<file path="src/rtl/chronologic.sv">
// -----------------------------------------------------------------------------
// chronologic -- embedded single-clock monitor for the implication
//                "a |-> $fell(b)".
//
// At every rising edge with en=1 the monitor classifies the sampled (a, b)
// pair as vacuous (a=0), pass (a=1 and b fell since the previous edge) or
// fail (a=1 and b did not fall).
// The verdict appears one cycle later as a registered pulse.
// Saturating statistics, a sticky error flag and the index of the first
// failing edge are kept for a status/CSR reader.
//
// There is no handshake.
// Every edge is an independent sample.
// Outputs are registered and stay stable for the whole clock period after the
// edge that produced them.
//
// Parameters:
//   CNT_W  width of pass/fail/vacuous counters (>= 2)
//   TS_W   width of cycle counter and first-fail timestamp (>= 2)
//
// Ports:
//   clk             rising-edge clock
//   rst_n           asynchronous active-low reset
//   en              evaluation enable (b history is tracked regardless)
//   clr             synchronous clear of statistics, err and timestamp
//   a               antecedent
//   b               monitored signal
//   pass            1-cycle pulse: non-vacuous success sampled
//   fail            1-cycle pulse: failure sampled
//   vacuous         1-cycle pulse: en=1 and a=0 sampled
//   err             sticky: at least one failure since reset/clear
//   pass_cnt        saturating pass count
//   fail_cnt        saturating fail count
//   vac_cnt         saturating vacuous count
//   cycle_cnt       edges since reset release (wraps)
//   first_fail_cyc  edge index of the first failure, valid while err=1
// -----------------------------------------------------------------------------
module chronologic #(
    parameter int CNT_W = 16,
    parameter int TS_W  = 32
) (
    input  logic             clk,
    input  logic             rst_n,
    input  logic             en,
    input  logic             clr,
    input  logic             a,
    input  logic             b,
    output logic             pass,
    output logic             fail,
    output logic             vacuous,
    output logic             err,
    output logic [CNT_W-1:0] pass_cnt,
    output logic [CNT_W-1:0] fail_cnt,
    output logic [CNT_W-1:0] vac_cnt,
    output logic [TS_W-1:0]  cycle_cnt,
    output logic [TS_W-1:0]  first_fail_cyc
);

    // Statistics counters stick at all-ones instead of wrapping, so a reader
    // can tell "many" from "few".
    function automatic logic [CNT_W-1:0] sat_inc(input logic [CNT_W-1:0] v);
        logic [CNT_W-1:0] r;
        if (&v) begin
            r = v;
        end else begin
            r = v + CNT_W'(1);
        end
        return r;
    endfunction

    logic             b_prev_q,         b_prev_d;
    logic             pass_q,           pass_d;
    logic             fail_q,           fail_d;
    logic             vac_q,            vac_d;
    logic             err_q,            err_d;
    logic [CNT_W-1:0] pass_cnt_q,       pass_cnt_d;
    logic [CNT_W-1:0] fail_cnt_q,       fail_cnt_d;
    logic [CNT_W-1:0] vac_cnt_q,        vac_cnt_d;
    logic [TS_W-1:0]  cycle_cnt_q,      cycle_cnt_d;
    logic [TS_W-1:0]  first_fail_cyc_q, first_fail_cyc_d;

    // Falling edge of b between the previous sample and this one.
    logic fell;
    assign fell = b_prev_q & ~b;

    always_comb begin
        // History and the free-running edge index advance on every edge,
        // independent of en and clr.
        b_prev_d         = b;
        cycle_cnt_d      = cycle_cnt_q + TS_W'(1);

        pass_d           = 1'b0;
        fail_d           = 1'b0;
        vac_d            = 1'b0;
        err_d            = err_q;
        pass_cnt_d       = pass_cnt_q;
        fail_cnt_d       = fail_cnt_q;
        vac_cnt_d        = vac_cnt_q;
        first_fail_cyc_d = first_fail_cyc_q;

        if (clr) begin
            // clr takes priority over any verdict on the same edge.
            err_d            = 1'b0;
            pass_cnt_d       = '0;
            fail_cnt_d       = '0;
            vac_cnt_d        = '0;
            first_fail_cyc_d = '0;
        end else if (en) begin
            if (!a) begin
                vac_d     = 1'b1;
                vac_cnt_d = sat_inc(vac_cnt_q);
            end else if (fell) begin
                pass_d     = 1'b1;
                pass_cnt_d = sat_inc(pass_cnt_q);
            end else begin
                fail_d     = 1'b1;
                fail_cnt_d = sat_inc(fail_cnt_q);
                err_d      = 1'b1;
                // Timestamp is the pre-increment index of this edge.
                if (!err_q) begin
                    first_fail_cyc_d = cycle_cnt_q;
                end
            end
        end
    end

    always_ff @(posedge clk or negedge rst_n) begin
        if (!rst_n) begin
            b_prev_q         <= 1'b0;
            pass_q           <= 1'b0;
            fail_q           <= 1'b0;
            vac_q            <= 1'b0;
            err_q            <= 1'b0;
            pass_cnt_q       <= '0;
            fail_cnt_q       <= '0;
            vac_cnt_q        <= '0;
            cycle_cnt_q      <= '0;
            first_fail_cyc_q <= '0;
        end else begin
            b_prev_q         <= b_prev_d;
            pass_q           <= pass_d;
            fail_q           <= fail_d;
            vac_q            <= vac_d;
            err_q            <= err_d;
            pass_cnt_q       <= pass_cnt_d;
            fail_cnt_q       <= fail_cnt_d;
            vac_cnt_q        <= vac_cnt_d;
            cycle_cnt_q      <= cycle_cnt_d;
            first_fail_cyc_q <= first_fail_cyc_d;
        end
    end

    assign pass           = pass_q;
    assign fail           = fail_q;
    assign vacuous        = vac_q;
    assign err            = err_q;
    assign pass_cnt       = pass_cnt_q;
    assign fail_cnt       = fail_cnt_q;
    assign vac_cnt        = vac_cnt_q;
    assign cycle_cnt      = cycle_cnt_q;
    assign first_fail_cyc = first_fail_cyc_q;

endmodule

</file>
<file path="config.mk">
export PLATFORM = sky130hd
export DESIGN_NAME = chronologic
export DESIGN_NICKNAME = d
export VERILOG_FILES = /design/src/rtl/chronologic.sv
export SDC_FILE = /design/constraint.sdc
export NUM_CORES = 1
export LEC_CHECK = 0
export ABC_CLOCK_PERIOD_IN_PS = 3900
export CAP_MARGIN = 40
export CORE_MARGIN = 5
export CORE_UTILIZATION = 55
export DETAILED_ROUTE_END_ITERATION = 10
export GPL_TIMING_DRIVEN = 0
export PLACE_DENSITY = 0.86
export REMOVE_ABC_BUFFERS = 1
export SLEW_MARGIN = 10
export SYNTH_ARGS = -nofsm -noshare
export SYNTH_HDL_FRONTEND = slang
export SYNTH_SLANG_ARGS = --single-unit
</file>
<file path="constraint.sdc">
create_clock -name clk -period 3.9 [get_ports clk]
set_clock_uncertainty 0.1 [all_clocks]
set_input_delay 0.78 -clock clk [delete_from_list [all_inputs] [get_ports clk]]
set_output_delay 0.78 -clock clk [all_outputs]
set_load 0.01 [all_outputs]
</file>
==> results of run 1 <==
==> power by group <==
part / internal [mW] / total, mW / leakage (nW) / switching (mW)
logic: 0.0425 / 0.123 / 1.22 / 0.0802
clock network: 1.15 / 1.68 / 0.312 / 0.527
registers: 1.22 / 1.23 / 1.61 / 0.00927
==> area by class of cell <==
cell class	instances	area, µm²
well taps	133	166.4
repair buffers	126	1305
flip-flops and latches	117	2928
multi-input cells	408	2514
clock buffers	23	466.7
fillers	692	2222
clock inverters	9	172.7
inverters	12	45.04
==> metrics by stage <==
stage,utilization (%),area (µm²)
after floorplan,-,5460
after global placement,69.64,6838
after detailed placement,70.86,6958
after CTS,77.37,7597
after global routing,77.37,7597
final,77.37,7597
==> cells by family (layout without fill, tap and decap cells) <==
kind of cell    after synthesis  count (layout)  synth area share, %
xor+xnor                     40              40                6.292
fa+ha+maj                     4               4               0.8989
mux                           6               6                1.168
buf+inv                      39             170                2.741
flops                       117             117                52.58
compound gates              116             116                13.39
simple gates                242             242                22.92
==> critical path, cell delays in order <==
cell	delay, ps
clkdlybuf4s50_1	480
nor2b_1	510
nand3_1	430
inv_1	330
a21oi_1	120
a2111oi_2	330
==> registers in the layout, summed over array words and instances, names as in the netlist <==
| name | count |
|---|---|
| cycle_cnt | 32 |
| err | 1 |
| vacuous | 1 |
| pass_cnt | 16 |
| vac_cnt | 16 |
| b_prev_q | 1 |
| first_fail_cyc | 32 |
| fail_cnt | 16 |
| pass | 1 |
| fail | 1 |
==> worst paths after layout <==
kind,from,end,slack [ps]
max reg2reg,pass_cnt[0]$_DFFE_PN0P_,pass_cnt[15]$_DFFE_PN0P_,1400
min in group clk,first_fail_cyc[24]$_DFFE_PN0P_,first_fail_cyc[24]$_DFFE_PN0P_,380
max,b,pass_cnt[1]$_DFFE_PN0P_,1180
min,rst_n,first_fail_cyc[23]$_DFFE_PN0P_,110
max in group asynchronous,rst_n,fail_cnt[14]$_DFFE_PN0P_,2920
min reg2reg,first_fail_cyc[24]$_DFFE_PN0P_,first_fail_cyc[24]$_DFFE_PN0P_,380
==> layout by cell type (no fill, tap or decap), types with 16 or more instances in the layout <==
master and count:
clkbuf_16 16, clkdlybuf4s50_1 119, nand4_1 26, nand2_1 86, xnor2_1 32, nor2_1 23
nand3_1 28, dfrtp_1 117, a21oi_1 24, o21ai_0 42
==> routing by layer <==
metal / vias to the layer above / GRT usage (%) / part of all wire, %
met1: 2385 / 30.77 / 42
met2: 188 / 39.89 / 50
li1: 2295 / - / -
met5: - / 0 / 0
met4: 0 / 7.964 / 1.4
met3: 26 / 5.635 / 5.7
==> synthesized netlist by cell type, drive strengths merged, types with 2 or more instances <==
cell type | instances | share of area, %
xor2 | 8 | 1.3
nor2b | 5 | 0.56
ha | 4 | 0.90
a211o | 5 | 0.79
or3 | 3 | 0.34
a21oi | 25 | 2.3
and2 | 8 | 0.90
nor3 | 10 | 0.99
o311ai | 4 | 0.63
clkbuf | 22 | 1.5
o21ai | 42 | 3.8
o22a | 2 | 0.31
a31o | 2 | 0.31
xnor2 | 32 | 5.0
o31ai | 9 | 1.2
o311a | 2 | 0.36
nor4b | 2 | 0.31
mux2i | 2 | 0.36
and4b | 2 | 0.36
nand3 | 30 | 2.9
nand2 | 86 | 5.8
dfrtp | 117 | 53
nand4 | 27 | 3.1
and4 | 8 | 1.3
a21o | 2 | 0.27
o211a | 2 | 0.36
or4 | 11 | 1.6
nor4 | 7 | 0.79
buf | 5 | 0.45
a41o | 3 | 0.54
inv | 12 | 0.81
a31oi | 8 | 0.90
or2 | 2 | 0.22
nor2 | 23 | 1.6
mux2 | 4 | 0.81
nand2b | 3 | 0.47
a211oi | 4 | 0.54
and3 | 12 | 1.3
nand4b | 2 | 0.31
==> flow_metrics.env, run 1 <==
export IMPL_status="complete, no violations"
export IMPL_finalSetupTns_ps=0
export IMPL_ios=122
export IMPL_dr_pass1_iters=4
export IMPL_fin_crit_ps=2717
export IMPL_ctsHoldBuffers=0
export IMPL_cts_buffers=17
export IMPL_initial_utilization_pct=56.70
export IMPL_cellPowerDensity_mw_per_mm2=399.3
export IMPL_grt_pass1_vias=4926
export IMPL_ff2ff_path_depth=5
export IMPL_yosysUniqueCellTypes=53
export IMPL_ys_seq_elements=117
export IMPL_syn_inst=564
export IMPL_synth_edff_count=0
export IMPL_num_vias=4894
export IMPL_grt_usage_pct=23.93
export IMPL_path_max_fanout=9
export IMPL_clkSinkCount=117
export IMPL_max_freq_mhz=368.1
export IMPL_ys_warn_count=0
export IMPL_placed_cells=796
export IMPL_routed_via_density=5.911
export IMPL_antenna_cells=0
export IMPL_drtIter0Drc=294
export IMPL_grt_start_max_net_pins=69
export IMPL_place_gp_congestion=0.8982
export IMPL_grt_setup_unrepaired="no"
export IMPL_die_area_mm2=0.01224
export IMPL_yosysSeqAreaShare_pct=52.58
export IMPL_cts_root_buf="clkbuf_8"
export IMPL_finalHoldViolations=0
export IMPL_die_h_um=110.6
export IMPL_cts_resized=0
export IMPL_place_ws_ps=753.6
export IMPL_hold_ws_ps=108.8
export IMPL_final_antenna_net_count=0
export IMPL_peakVddDrop_v=0.0003323
export IMPL_synth_ff_type="dfrtp_1"
export IMPL_worstMarginPinSlew_ps=835.5
export IMPL_p_leak_nw=3.144
export IMPL_antenna_found_initial=0
export IMPL_wl_per_cell_um=17.17
export IMPL_maxCapViolCount=0
export IMPL_port_buffers=121
export IMPL_endpoint_kind="register"
export IMPL_setup_violations=0
export IMPL_grt_pass1_wl_um=24520
export IMPL_relSlewSlack_pct=44.05
export IMPL_drive_gt1_share_pct=7.914
export IMPL_core_area_mm2=0.009819
export IMPL_clk_pin_slew_ps=50
export IMPL_fin_nets=692
export IMPL_period_share_pct=69.66
export IMPL_dp_hpwl_um=9803
export IMPL_cp_data_required_time_ps=4180
export IMPL_cts_max_level=4
export IMPL_finalNonFillerCells=828
export IMPL_wl_um=14220
export IMPL_clockBufferDepth=2
export IMPL_grt_overflow=0
export IMPL_syn_to_final_growth_pct=36.45
export IMPL_syn_area_per_cell_um2=9.872
export IMPL_critPathLaunchType="primary input"
export IMPL_die_width_um=110.6
export IMPL_arrival_ps=2990
export IMPL_power_mw=3.034
export IMPL_drc=0
export IMPL_fin_ws_ps=1183
export IMPL_synthesis_area_mm2=0.005568
export IMPL_async_flop_share_pct=100.0
export IMPL_post_cts_setup_buffers=0
export IMPL_clkLatencyLatePin_ps=510
export IMPL_num_rows=36
export IMPL_cts_tree="done"
export IMPL_path_class="primary input to register"
export IMPL_hp_class="primary input to async pin"
export IMPL_maxSlewViolCount=0
(Power assumes the default switching activity.)
==> inputs of run 2 (changes only) <==
--- a/config.mk
+++ b/config.mk
@@ -5,13 +5,13 @@
 export SDC_FILE = /design/constraint.sdc
 export NUM_CORES = 1
 export LEC_CHECK = 0
-export ABC_CLOCK_PERIOD_IN_PS = 3900
+export ABC_CLOCK_PERIOD_IN_PS = 2500
 export CAP_MARGIN = 40
 export CORE_MARGIN = 5
-export CORE_UTILIZATION = 55
+export CORE_UTILIZATION = 51
 export DETAILED_ROUTE_END_ITERATION = 10
 export GPL_TIMING_DRIVEN = 0
-export PLACE_DENSITY = 0.86
+export PLACE_DENSITY = 0.8
 export REMOVE_ABC_BUFFERS = 1
 export SLEW_MARGIN = 10
 export SYNTH_ARGS = -nofsm -noshare
==> constraint.sdc (replaced) <==
create_clock -name clk -period 2.5 [get_ports clk]
set_clock_uncertainty 0.1 [all_clocks]
set_input_delay 0.5 -clock clk [delete_from_list [all_inputs] [get_ports clk]]
set_output_delay 0.5 -clock clk [all_outputs]
set_load 0.01 [all_outputs]
==> run 2 against run 1 <==
Die area increased by 7.1%; global-route usage decreased by 0.84 points; power increased by 55%; final area about the same; critical path depth increased by 1; cell count increased by 0.85%; core utilization decreased by 6.9 points; wire length increased by 3.5%; via count increased by 1.1%; largest cell class unchanged.
==> flow_metrics.env, run 2 (synthesized netlist as in run 1, its figures left out) <==
export IMPL_status="complete, no violations"
export IMPL_setup_violations=0
export IMPL_fin_crit_ps=2355
export IMPL_cp_data_required_time_ps=2810
export IMPL_relSlewSlack_pct=41.00
export IMPL_worstMarginPinSlew_ps=881.2
export IMPL_maxSlewViolCount=0
export IMPL_port_buffers=121
export IMPL_clk_pin_slew_ps=60
export IMPL_arrival_ps=2660
export IMPL_hp_class="primary input to register"
export IMPL_fin_ws_ps=145.2
export IMPL_hold_depth=2
export IMPL_r2r_end="pass_cnt[15]$_DFFE_PN0P_"
export IMPL_fin_nets=692
export IMPL_routed_via_density=5.925
export IMPL_die_area_mm2=0.01311
export IMPL_syn_to_final_growth_pct=36.54
export IMPL_hold_start="clr"
export IMPL_wl_um=14720
export IMPL_max_freq_mhz=424.7
export IMPL_p_sw_share_pct=22.36
export IMPL_cts_buffers=17
export IMPL_clockBufferDepth=2
export IMPL_cts_max_level=4
export IMPL_drive_gt1_share_pct=8.489
export IMPL_path_class="primary input to register"
export IMPL_clockPowerShare_pct=55.0
export IMPL_power_mw=4.712
export IMPL_grt_pass1_vias=4897
export IMPL_switching_power_mw=1.054
export IMPL_internal_power_mw=3.658
export IMPL_r2r_slack_ps=160
export IMPL_cts_root_buf="clkbuf_8"
export IMPL_clkLatencyLatePin_ps=520
export IMPL_antenna_cells=0
export IMPL_final_core_util_pct=70.44
export IMPL_grt_start_max_net_pins=82
export IMPL_antenna_found_initial=0
export IMPL_cts_tree="done"
export IMPL_drc=0
export IMPL_die_width_um=114.5
export IMPL_cellPowerDensity_mw_per_mm2=619.8
export IMPL_num_vias=4947
export IMPL_p_seq_share_pct=40.9
export IMPL_hold_end="vac_cnt[8]$_DFFE_PN0P_"
export IMPL_critPathLaunchType="primary input"
export IMPL_endpoint_kind="register"
export IMPL_grt_usage_pct=23.09
export IMPL_p_leak_nw=3.130
export IMPL_place_ws_ps=-417.5
export IMPL_final_common_cell="clkdlybuf4s50_1"
export IMPL_path_max_fanout=40
export IMPL_core_area_mm2=0.01079
export IMPL_ff2ff_path_depth=5
export IMPL_r2r_start="pass_cnt[0]$_DFFE_PN0P_"
export IMPL_ios=122
export IMPL_period_share_pct=94.19
export IMPL_maxCapViolCount=0
export IMPL_grt_setup_unrepaired="yes"
export IMPL_final_cell_mix="clkdlybuf4s50_1 (119), dfrtp_1 (117), nand2_1 (86)"
export IMPL_wl_per_cell_um=17.63
export IMPL_drtIter0Drc=322
export IMPL_dr_pass1_iters=4
export IMPL_initial_utilization_pct=51.59
export IMPL_p_comb_share_pct=4.1
export IMPL_dp_hpwl_um=9761
export IMPL_place_gp_congestion=0.8747
export IMPL_clkSinkCount=117
export IMPL_num_rows=38
export IMPL_grt_pass1_wl_um=24430
export IMPL_grt_overflow=0
export IMPL_die_h_um=114.5
export IMPL_final_antenna_net_count=0
export IMPL_post_cts_setup_buffers=0
export IMPL_finalHoldViolations=0
export IMPL_peakVddDrop_v=0.0004012
-- run 2: what timing repair did --
item	in CTS	in global routing
resized for setup	0	1
endpoints found under the hold margin	36	0
hold buffers	1	0
setup endpoints to repair	0	8
-- run 2: worst max path at each step --
stage / from / to / slack [ps] / depth (start not counted)
floorplan: b / first_fail_cyc[10]$_DFFE_PN0P_ / -1080 / 3
global placement: rst_n / vac_cnt[11]$_DFFE_PN0P_ / -3600 / 1
detailed placement: clr / fail_cnt[11]$_DFFE_PN0P_ / -420 / 7
CTS: pass_cnt[0]$_DFFE_PN0P_ / pass_cnt[15]$_DFFE_PN0P_ / 30 / 5
global route: clr / pass_cnt[1]$_DFFE_PN0P_ / -40 / 7
finish: clr / fail_cnt[11]$_DFFE_PN0P_ / 150 / 7
-- run 2: through the flow --
stage | hold slack (ps) | instance area, µm² | TNS (ps) | cells
after floorplan | 104.4 | 5460 | -34250 | 537
after global placement | 360.4 | 6847 | -586410 | 798
after detailed placement | 322.3 | 6952 | -5832 | 802
after CTS | 161.9 | 7599 | 0 | 835
after global routing | 182.9 | 7602 | -47.17 | 835
final | 175.9 | 7602 | 0 | 835
-- run 2: critical path, stage by stage --
cell	delay (ps)
buf_2	160
buf_12	190
inv_2	580
nand3_1	430
inv_1	330
nand3_1	130
o311ai_0	310
-- run 2: metal layers --
| layer | GRT usage (%) | wire, µm | up-vias |
|---|---|---|---|
| li1 | - | - | 2298 |
| met1 | 29.55 | 6330 | 2458 |
| met2 | 38.46 | 7312 | 164 |
| met3 | 4.915 | 760 | 27 |
| met4 | 8.789 | 317 | 0 |
| met5 | 0 | 0 | - |
-- run 2: layout make-up --
class                           count  area [µm²]
Fill cell                         798        3191
Inverter                           12       45.04
Clock inverter                     13       195.2
Multi-Input combinational cell    408        2517
Tap cell                          140       175.2
Sequential cell                   117        2928
Timing Repair Buffer              126        1300
Clock buffer                       19       441.7
-- run 2: power by group through the flow --
stage          Combinational (mW)  Clock [mW]  Sequential [mW]
6_report                    0.195        2.59             1.93
2_1_floorplan              0.0563           0             1.96
5_1_grt                     0.215        2.70             1.93
4_1_cts                     0.198        2.61             1.92
3_5_place_dp                0.196           0             1.96
3_3_place_gp                0.171           0             1.96
